--- src/rtl/muldiv_unit_if.sv ---
// muldiv_unit_if: request/response bundle for the iterative multiply/divide unit.
//
// Handshake: a request transfers on a rising clock edge where valid_i && ready_o
// are both high; a result transfers on a rising edge where valid_o && ready_i are
// both high. Once raised, valid_o and result_o stay stable until the transfer.
//
// Signals (direction seen from the unit, i.e. the slave modport):
//   flush_i  in   abort in-flight op, invalidate divide cache
//   valid_i  in   request valid
//   ready_o  out  unit can accept a request
//   op_i     in   RISC-V M funct3 (0 MUL .. 7 REMU)
//   a_i/b_i  in   rs1/rs2 operands
//   valid_o  out  result valid
//   ready_i  in   consumer takes the result
//   result_o out  result value
//   busy_o   out  iterating (MUL or DIV state)
//   state_o  out  FSM state for observation (0 IDLE, 1 MUL, 2 DIV, 3 DONE)
interface muldiv_unit_if #(
    parameter int XLEN = 32
);
    logic            flush_i;
    logic            valid_i;
    logic            ready_o;
    logic [2:0]      op_i;
    logic [XLEN-1:0] a_i;
    logic [XLEN-1:0] b_i;
    logic            valid_o;
    logic            ready_i;
    logic [XLEN-1:0] result_o;
    logic            busy_o;
    logic [1:0]      state_o;

    modport slave (
        input  flush_i, valid_i, op_i, a_i, b_i, ready_i,
        output ready_o, valid_o, result_o, busy_o, state_o
    );

    modport master (
        output flush_i, valid_i, op_i, a_i, b_i, ready_i,
        input  ready_o, valid_o, result_o, busy_o, state_o
    );
endinterface

--- src/rtl/muldiv_unit.sv ---
// muldiv_unit: iterative RISC-V M-extension multiply/divide unit.
//
// Multiplies by shift-add, MUL_BITS multiplier bits per cycle; divides by
// restoring division, DIV_BITS quotient bits per cycle. Divide-by-zero, signed
// overflow and repeats of the last iterated divide (single-entry cache) finish
// without iteration.
//
// Ports:
//   clk_i   clock
//   rst_ni  asynchronous active-low reset
//   bus     muldiv_unit_if slave modport (request/response handshake)
module muldiv_unit #(
    parameter int XLEN     = 32,
    parameter int MUL_BITS = 4,
    parameter int DIV_BITS = 2
) (
    input  logic          clk_i,
    input  logic          rst_ni,
    muldiv_unit_if.slave  bus
);
    localparam int N_M   = XLEN / MUL_BITS;
    localparam int N_D   = XLEN / DIV_BITS;
    localparam int CNT_W = $clog2(XLEN + 1);

    localparam logic [2:0] OP_MUL    = 3'd0;
    localparam logic [2:0] OP_MULH   = 3'd1;
    localparam logic [2:0] OP_MULHSU = 3'd2;

    typedef enum logic [1:0] {S_IDLE = 2'd0, S_MUL = 2'd1, S_DIV = 2'd2, S_DONE = 2'd3} state_e;

    state_e              state_q, state_d;
    logic [2:0]          op_q, op_d;
    logic [CNT_W-1:0]    cnt_q, cnt_d;
    // MUL: {partial product high, remaining multiplier}; DIV: {remainder, dividend/quotient}
    logic [2*XLEN-1:0]   acc_q, acc_d;
    logic [XLEN-1:0]     opb_q, opb_d;        // multiplicand or divisor magnitude
    logic                neg_q, neg_d;        // negate product / quotient
    logic                neg_rem_q, neg_rem_d;
    logic                sgn_q, sgn_d;        // signed divide
    logic [XLEN-1:0]     a_raw_q, a_raw_d;
    logic [XLEN-1:0]     b_raw_q, b_raw_d;
    logic [XLEN-1:0]     result_q, result_d;
    logic                c_valid_q, c_valid_d;
    logic [XLEN-1:0]     c_a_q, c_a_d, c_b_q, c_b_d;
    logic                c_sgn_q, c_sgn_d;
    logic [XLEN-1:0]     c_quo_q, c_quo_d, c_rem_q, c_rem_d;

    // Request decode
    logic            a_neg, b_neg, is_div, is_rem, div_signed, b_zero, ovf, hit;
    logic [XLEN-1:0] abs_a, abs_b;

    assign a_neg      = bus.a_i[XLEN-1];
    assign b_neg      = bus.b_i[XLEN-1];
    assign abs_a      = a_neg ? -bus.a_i : bus.a_i;
    assign abs_b      = b_neg ? -bus.b_i : bus.b_i;
    assign is_div     = bus.op_i[2];
    assign is_rem     = bus.op_i[1];
    assign div_signed = ~bus.op_i[0];
    assign b_zero     = (bus.b_i == '0);
    assign ovf        = div_signed && (bus.a_i == {1'b1, {(XLEN-1){1'b0}}}) && (&bus.b_i);
    assign hit        = c_valid_q && (c_a_q == bus.a_i) && (c_b_q == bus.b_i) && (c_sgn_q == div_signed);

    // One shift-add multiply step
    logic [MUL_BITS-1:0]      digit;
    logic [XLEN+MUL_BITS-1:0] pp, mul_sum;
    logic [2*XLEN-1:0]        mul_next, prod;
    logic [XLEN-1:0]          mul_res;

    assign digit    = acc_q[MUL_BITS-1:0];
    assign pp       = {{MUL_BITS{1'b0}}, opb_q} * {{XLEN{1'b0}}, digit};
    assign mul_sum  = {{MUL_BITS{1'b0}}, acc_q[2*XLEN-1:XLEN]} + pp;
    assign mul_next = {mul_sum, acc_q[XLEN-1:MUL_BITS]};
    assign prod     = neg_q ? -mul_next : mul_next;
    assign mul_res  = (op_q == OP_MUL) ? prod[XLEN-1:0] : prod[2*XLEN-1:XLEN];

    // DIV_BITS restoring-divide steps
    logic [XLEN-1:0] rem_v, quo_v, quo_f, rem_f, div_res;
    logic [XLEN:0]   trial;

    always_comb begin
        rem_v = acc_q[2*XLEN-1:XLEN];
        quo_v = acc_q[XLEN-1:0];
        trial = '0;
        for (int i = 0; i < DIV_BITS; i++) begin
            trial = {rem_v, quo_v[XLEN-1]};
            quo_v = {quo_v[XLEN-2:0], 1'b0};
            if (trial >= {1'b0, opb_q}) begin
                trial    = trial - {1'b0, opb_q};
                quo_v[0] = 1'b1;
            end
            rem_v = trial[XLEN-1:0];
        end
    end

    assign quo_f   = neg_q ? -quo_v : quo_v;
    assign rem_f   = neg_rem_q ? -rem_v : rem_v;
    assign div_res = op_q[1] ? rem_f : quo_f;

    always_comb begin
        state_d   = state_q;
        op_d      = op_q;
        cnt_d     = cnt_q;
        acc_d     = acc_q;
        opb_d     = opb_q;
        neg_d     = neg_q;
        neg_rem_d = neg_rem_q;
        sgn_d     = sgn_q;
        a_raw_d   = a_raw_q;
        b_raw_d   = b_raw_q;
        result_d  = result_q;
        c_valid_d = c_valid_q;
        c_a_d     = c_a_q;
        c_b_d     = c_b_q;
        c_sgn_d   = c_sgn_q;
        c_quo_d   = c_quo_q;
        c_rem_d   = c_rem_q;

        if (bus.flush_i) begin
            state_d   = S_IDLE;
            c_valid_d = 1'b0;
        end else begin
            unique case (state_q)
                S_IDLE: begin
                    if (bus.valid_i) begin
                        op_d      = bus.op_i;
                        a_raw_d   = bus.a_i;
                        b_raw_d   = bus.b_i;
                        cnt_d     = '0;
                        neg_rem_d = 1'b0;
                        if (is_div) begin
                            sgn_d     = div_signed;
                            neg_d     = div_signed && (a_neg ^ b_neg);
                            neg_rem_d = div_signed && a_neg;
                            opb_d     = div_signed ? abs_b : bus.b_i;
                            acc_d     = {{XLEN{1'b0}}, (div_signed ? abs_a : bus.a_i)};
                            if (b_zero) begin
                                result_d = is_rem ? bus.a_i : '1;
                                state_d  = S_DONE;
                            end else if (ovf) begin
                                result_d = is_rem ? '0 : bus.a_i;
                                state_d  = S_DONE;
                            end else if (hit) begin
                                result_d = is_rem ? c_rem_q : c_quo_q;
                                state_d  = S_DONE;
                            end else begin
                                state_d = S_DIV;
                            end
                        end else begin
                            // MUL low half is sign-agnostic, so MUL and MULHU use raw operands
                            unique case (bus.op_i)
                                OP_MULH: begin
                                    acc_d = {{XLEN{1'b0}}, abs_a};
                                    opb_d = abs_b;
                                    neg_d = a_neg ^ b_neg;
                                end
                                OP_MULHSU: begin
                                    acc_d = {{XLEN{1'b0}}, abs_a};
                                    opb_d = bus.b_i;
                                    neg_d = a_neg;
                                end
                                default: begin
                                    acc_d = {{XLEN{1'b0}}, bus.a_i};
                                    opb_d = bus.b_i;
                                    neg_d = 1'b0;
                                end
                            endcase
                            state_d = S_MUL;
                        end
                    end
                end
                S_MUL: begin
                    acc_d = mul_next;
                    cnt_d = cnt_q + CNT_W'(1);
                    if (cnt_q == CNT_W'(N_M - 1)) begin
                        result_d = mul_res;
                        state_d  = S_DONE;
                    end
                end
                S_DIV: begin
                    acc_d = {rem_v, quo_v};
                    cnt_d = cnt_q + CNT_W'(1);
                    if (cnt_q == CNT_W'(N_D - 1)) begin
                        result_d  = div_res;
                        state_d   = S_DONE;
                        c_valid_d = 1'b1;
                        c_a_d     = a_raw_q;
                        c_b_d     = b_raw_q;
                        c_sgn_d   = sgn_q;
                        c_quo_d   = quo_f;
                        c_rem_d   = rem_f;
                    end
                end
                S_DONE: begin
                    if (bus.ready_i) state_d = S_IDLE;
                end
                default: state_d = S_IDLE;
            endcase
        end
    end

    always_ff @(posedge clk_i or negedge rst_ni) begin
        if (!rst_ni) begin
            state_q   <= S_IDLE;
            op_q      <= '0;
            cnt_q     <= '0;
            acc_q     <= '0;
            opb_q     <= '0;
            neg_q     <= 1'b0;
            neg_rem_q <= 1'b0;
            sgn_q     <= 1'b0;
            a_raw_q   <= '0;
            b_raw_q   <= '0;
            result_q  <= '0;
            c_valid_q <= 1'b0;
            c_a_q     <= '0;
            c_b_q     <= '0;
            c_sgn_q   <= 1'b0;
            c_quo_q   <= '0;
            c_rem_q   <= '0;
        end else begin
            state_q   <= state_d;
            op_q      <= op_d;
            cnt_q     <= cnt_d;
            acc_q     <= acc_d;
            opb_q     <= opb_d;
            neg_q     <= neg_d;
            neg_rem_q <= neg_rem_d;
            sgn_q     <= sgn_d;
            a_raw_q   <= a_raw_d;
            b_raw_q   <= b_raw_d;
            result_q  <= result_d;
            c_valid_q <= c_valid_d;
            c_a_q     <= c_a_d;
            c_b_q     <= c_b_d;
            c_sgn_q   <= c_sgn_d;
            c_quo_q   <= c_quo_d;
            c_rem_q   <= c_rem_d;
        end
    end

    assign bus.ready_o  = (state_q == S_IDLE);
    assign bus.valid_o  = (state_q == S_DONE);
    assign bus.busy_o   = (state_q == S_MUL) || (state_q == S_DIV);
    assign bus.result_o = result_q;
    assign bus.state_o  = state_q;
endmodule

--- src/flat_wrapper.sv ---
// flat-port wrapper written by rule: the top's interface ports become plain ports
module muldiv_unit_flat 
#(
    parameter int XLEN     = 32,
    parameter int MUL_BITS = 4,
    parameter int DIV_BITS = 2
)
  (clk_i, rst_ni, bus_flush_i, bus_valid_i, bus_op_i, bus_a_i, bus_b_i, bus_ready_i, bus_ready_o, bus_valid_o, bus_result_o, bus_busy_o, bus_state_o);
  muldiv_unit_if #(.XLEN(XLEN)) bus_i ();
  input  logic clk_i;
  input  logic rst_ni;
  input wire logic [$bits(bus_i.flush_i)-1:0] bus_flush_i;
  input wire logic [$bits(bus_i.valid_i)-1:0] bus_valid_i;
  input wire logic [$bits(bus_i.op_i)-1:0] bus_op_i;
  input wire logic [$bits(bus_i.a_i)-1:0] bus_a_i;
  input wire logic [$bits(bus_i.b_i)-1:0] bus_b_i;
  input wire logic [$bits(bus_i.ready_i)-1:0] bus_ready_i;
  output wire logic [$bits(bus_i.ready_o)-1:0] bus_ready_o;
  output wire logic [$bits(bus_i.valid_o)-1:0] bus_valid_o;
  output wire logic [$bits(bus_i.result_o)-1:0] bus_result_o;
  output wire logic [$bits(bus_i.busy_o)-1:0] bus_busy_o;
  output wire logic [$bits(bus_i.state_o)-1:0] bus_state_o;
  assign bus_i.flush_i = bus_flush_i;
  assign bus_i.valid_i = bus_valid_i;
  assign bus_i.op_i = bus_op_i;
  assign bus_i.a_i = bus_a_i;
  assign bus_i.b_i = bus_b_i;
  assign bus_i.ready_i = bus_ready_i;
  assign bus_ready_o = bus_i.ready_o;
  assign bus_valid_o = bus_i.valid_o;
  assign bus_result_o = bus_i.result_o;
  assign bus_busy_o = bus_i.busy_o;
  assign bus_state_o = bus_i.state_o;
  muldiv_unit #(.XLEN(XLEN), .MUL_BITS(MUL_BITS), .DIV_BITS(DIV_BITS)) u_core (.clk_i(clk_i), .rst_ni(rst_ni), .bus(bus_i));
endmodule
--- config.mk ---
export PLATFORM = sky130hd
export DESIGN_NAME = muldiv_unit_flat
export DESIGN_NICKNAME = d
export VERILOG_FILES = /design/src/rtl/muldiv_unit_if.sv /design/src/rtl/muldiv_unit.sv /design/src/flat_wrapper.sv
export SDC_FILE = /design/constraint.sdc
export NUM_CORES = 2
export LEC_CHECK = 0
export CELL_PAD_IN_SITES_DETAIL_PLACEMENT = 0
export CELL_PAD_IN_SITES_GLOBAL_PLACEMENT = 1
export CORE_AREA = 2 2 251 315
export DETAILED_ROUTE_END_ITERATION = 10
export DIE_AREA = 0 0 253 317
export GPL_TIMING_DRIVEN = 0
export MAX_ROUTING_LAYER = met4
export PLACE_DENSITY_LB_ADDON = 0.1
export SLEW_MARGIN = 20
export SYNTH_ARGS = -nofsm -noshare
export SYNTH_HDL_FRONTEND = slang
export SYNTH_SLANG_ARGS = --single-unit
--- constraint.sdc ---
create_clock -name clk_i -period 16 [get_ports clk_i]
set_clock_uncertainty 0.05 [all_clocks]
set_input_delay 3.2 -clock clk_i [delete_from_list [all_inputs] [get_ports clk_i]]
set_output_delay 3.2 -clock clk_i [all_outputs]
set_load 0.02 [all_outputs]
==> impl_metrics.ini <==
[run_status]
status = finished, final reports clean

[critical_path]
cp-end-kind = register
crit_path_max_incr_delay_ns = 0.90
crit_slowest_cell = a211oi_2
path_buf_inv = 12
arrival_ns = 13.75
worstSetupPathType = reg -> reg
cp.required_ns = 16.38
path_common_cell = clkbuf_1
cpLargestDelayFamily = buffers and inverters
worstPathMaxFanout = 10
start_kind = register

[yosys]
synthesis.area_um2 = 29800
yosysUniqueCellTypes = 83
async_reset_ff_frac = 1.00
synth_nets = 3983
ys_seq_area_frac = 0.281
synthTopCellsByArea = dfrtp_1 28%, nand2_1 8.4%, fa_1 6.2%
ys_warn_count = 0
ys_ff_latch = 335
synth_top_area_frac = 0.281
avgSynthCellArea_um2 = 8.06
syn_inst = 3700
yosysMostFrequentCell = nand2_1
synth_common_cells = 666 x nand2_1, 335 x dfrtp_1, 324 x o21ai_0
synth_top_area_cell = dfrtp_1
synth_edf_count = 0
synth_ff_type = dfrtp_1

[floorplan]
dieHeight_um = 317
pin_count = 109
num_rows = 114
die_w_um = 253
coreArea_um2 = 77000
start_util = 0.387
dieArea_um2 = 80200

[placed_design]
dp_hpwl_um = 117000
io_buffer_count = 81
gp_congestion = 1.04

[timing]
fin_setup_tns_ns = 0
tightest_slew_ns = 1.24
final_max_slew_viol_count = 0
post-route-period-util = 0.836
fmax_mhz = 74.8
final_hold_viol_count = 0
max_slew_margin = 0.167
rsz0062_at_grt = false
fin_crit_ns = 13.37
setup_violations = 0

[routing]
drtAntennaViolNets = 0
vias = 29400
wirelength_um = 144000
wire_per_inst_um = 29.8
drc = 0
vias_per_cell = 6.07
first_pass_iters = 8
drtIter0Drc = 2773

[clocking]
ctsHoldBuffers = 0
clockRootBuffer = clkbuf_16
clkLatencyLatePin_ns = 0.59
cts.clk_slew.worst_paths_ns = 0.06
cts_max_level = 2
clock-sinks = 335
cts_resized = 0
cts_made_buffers = 38
ctsLongestPathBuffers = 3
post_cts_buffers = 0
cts_tree = built

[global_routing]
grt-ovfl-total = 0
grt_start_max_net_pins = 91
antenna_found_initial = 6
grt_usage = 0.370
grt_pass1_vias = 28700
grt_pass1_wl_um = 206000

[cells_and_area]
fin_util = 0.432
fin_nets = 4109
drive_above_1_share = 0.0599
syn2layout_area_growth_pct = 11.5

[flow_run]
maxCapViolations = 0

[worst_hold_path]
worstHoldPathType = reg -> reg
-- tightest hold or removal path, stage by stage (launching register included) --
cell	delay, ns
dfrtp_1	0.34
nand2_1	0.05
nand2_1	0.05
-- through the flow --
step           hold WS (ns)  cells  cell area [µm²]  worst slack (ns)
6_report              0.420   4847            33300              2.63
4_1_cts               0.425   4840            33200              3.11
3_5_place_dp          0.410   4772            32000              3.17
2_1_floorplan         0.392   3700            29800              8.12
3_3_place_gp          0.405   4767            31900             -4.09
5_1_grt               0.446   4846            33300              1.98
-- logic make-up (layout without fill, tap and decap cells) --
group / after synthesis / after routing / share of synthesized area
adder cells (fa/ha/maj): 211 / 211 / 0.112
other: 0 / 7 / 0
multiplexers: 155 / 155 / 0.0576
buffers and inverters: 444 / 598 / 0.0566
flip-flops: 335 / 335 / 0.281
AND/OR/NAND/NOR: 1268 / 1268 / 0.194
XOR/XNOR: 291 / 291 / 0.0855
AO/OA/AOI/OAI: 996 / 996 / 0.213
-- final timing paths --
check,start,endpoint,slack (ns),cells past startpoint
worst min register to register,u_core.a_raw_q[17],u_core.a_raw_q[17],0.42,2
max in group asynchronous,rst_ni,u_core.bus.result_o[29],11.91,3
worst max-delay path,u_core.opb_q[18],u_core.bus.result_o[14],2.63,35
min in group asynchronous,rst_ni,u_core.b_raw_q[15],2.58,1
worst min-delay path,u_core.a_raw_q[17],u_core.a_raw_q[17],0.42,2
worst max register to register,u_core.opb_q[18],u_core.bus.result_o[14],2.63,35
-- registers in the layout (all words and copies together), names as in the netlist --
name                 flops
u_core.acc_q            64
u_core.op_q              3
u_core.c_valid_q         1
u_core.neg_rem_q         1
u_core.bus.result_o     32
u_core.neg_q             1
u_core.sgn_q             1
u_core.c_b_q            32
u_core.b_raw_q          32
u_core.bus.state_o       2
u_core.c_rem_q          32
u_core.a_raw_q          32
u_core.c_a_q            32
u_core.c_quo_q          32
u_core.cnt_q             6
u_core.opb_q            31
u_core.c_sgn_q           1
-- layout make-up --
cell class	count	area (µm²)
tap	986	1230
antenna	7	17.5
timing repair buffer	86	917
buffer	264	1010
sequential	335	8380
clock buffer	55	1120
multi-input combinational	2921	19800
fill	8158	43800
clock inverter	13	138
inverter	180	676
-- cell usage in the layout, fill, tap and decap left out, types with 28 or more instances in the layout --
cell             instances
nand3_1                 60
dfrtp_1                335
inv_1                  179
nand2b_1                31
and2_1                  53
o31ai_1                 73
clkbuf_1               244
a31oi_1                 31
a211oi_1                32
nor2_1                 185
nand2_1                666
ha_1                   118
a21oi_1                207
a21o_1                  35
a22oi_1                 31
nand4_1                 45
xor2_1                 116
a221oi_1                49
clkbuf_16               39
o21ai_0                324
mux2_2                 118
o21a_1                  28
mux2i_1                 35
xnor2_1                175
nor3_1                  54
or3_1                   37
fa_1                    93
clkdlybuf4s50_1         80
-- per-layer routing --
metal | track usage | wire length (µm) | vias up
met5 | - | 0 | -
met4 | 0.284 | 13500 | 0
met3 | 0.0469 | 8660 | 384
met2 | 0.584 | 66300 | 1226
met1 | 0.430 | 56000 | 14500
li1 | - | - | 13300
Power is left out: the tool's default activity adds up to more than one toggle a clock period on the data nets, which glitch-free logic cannot reach.
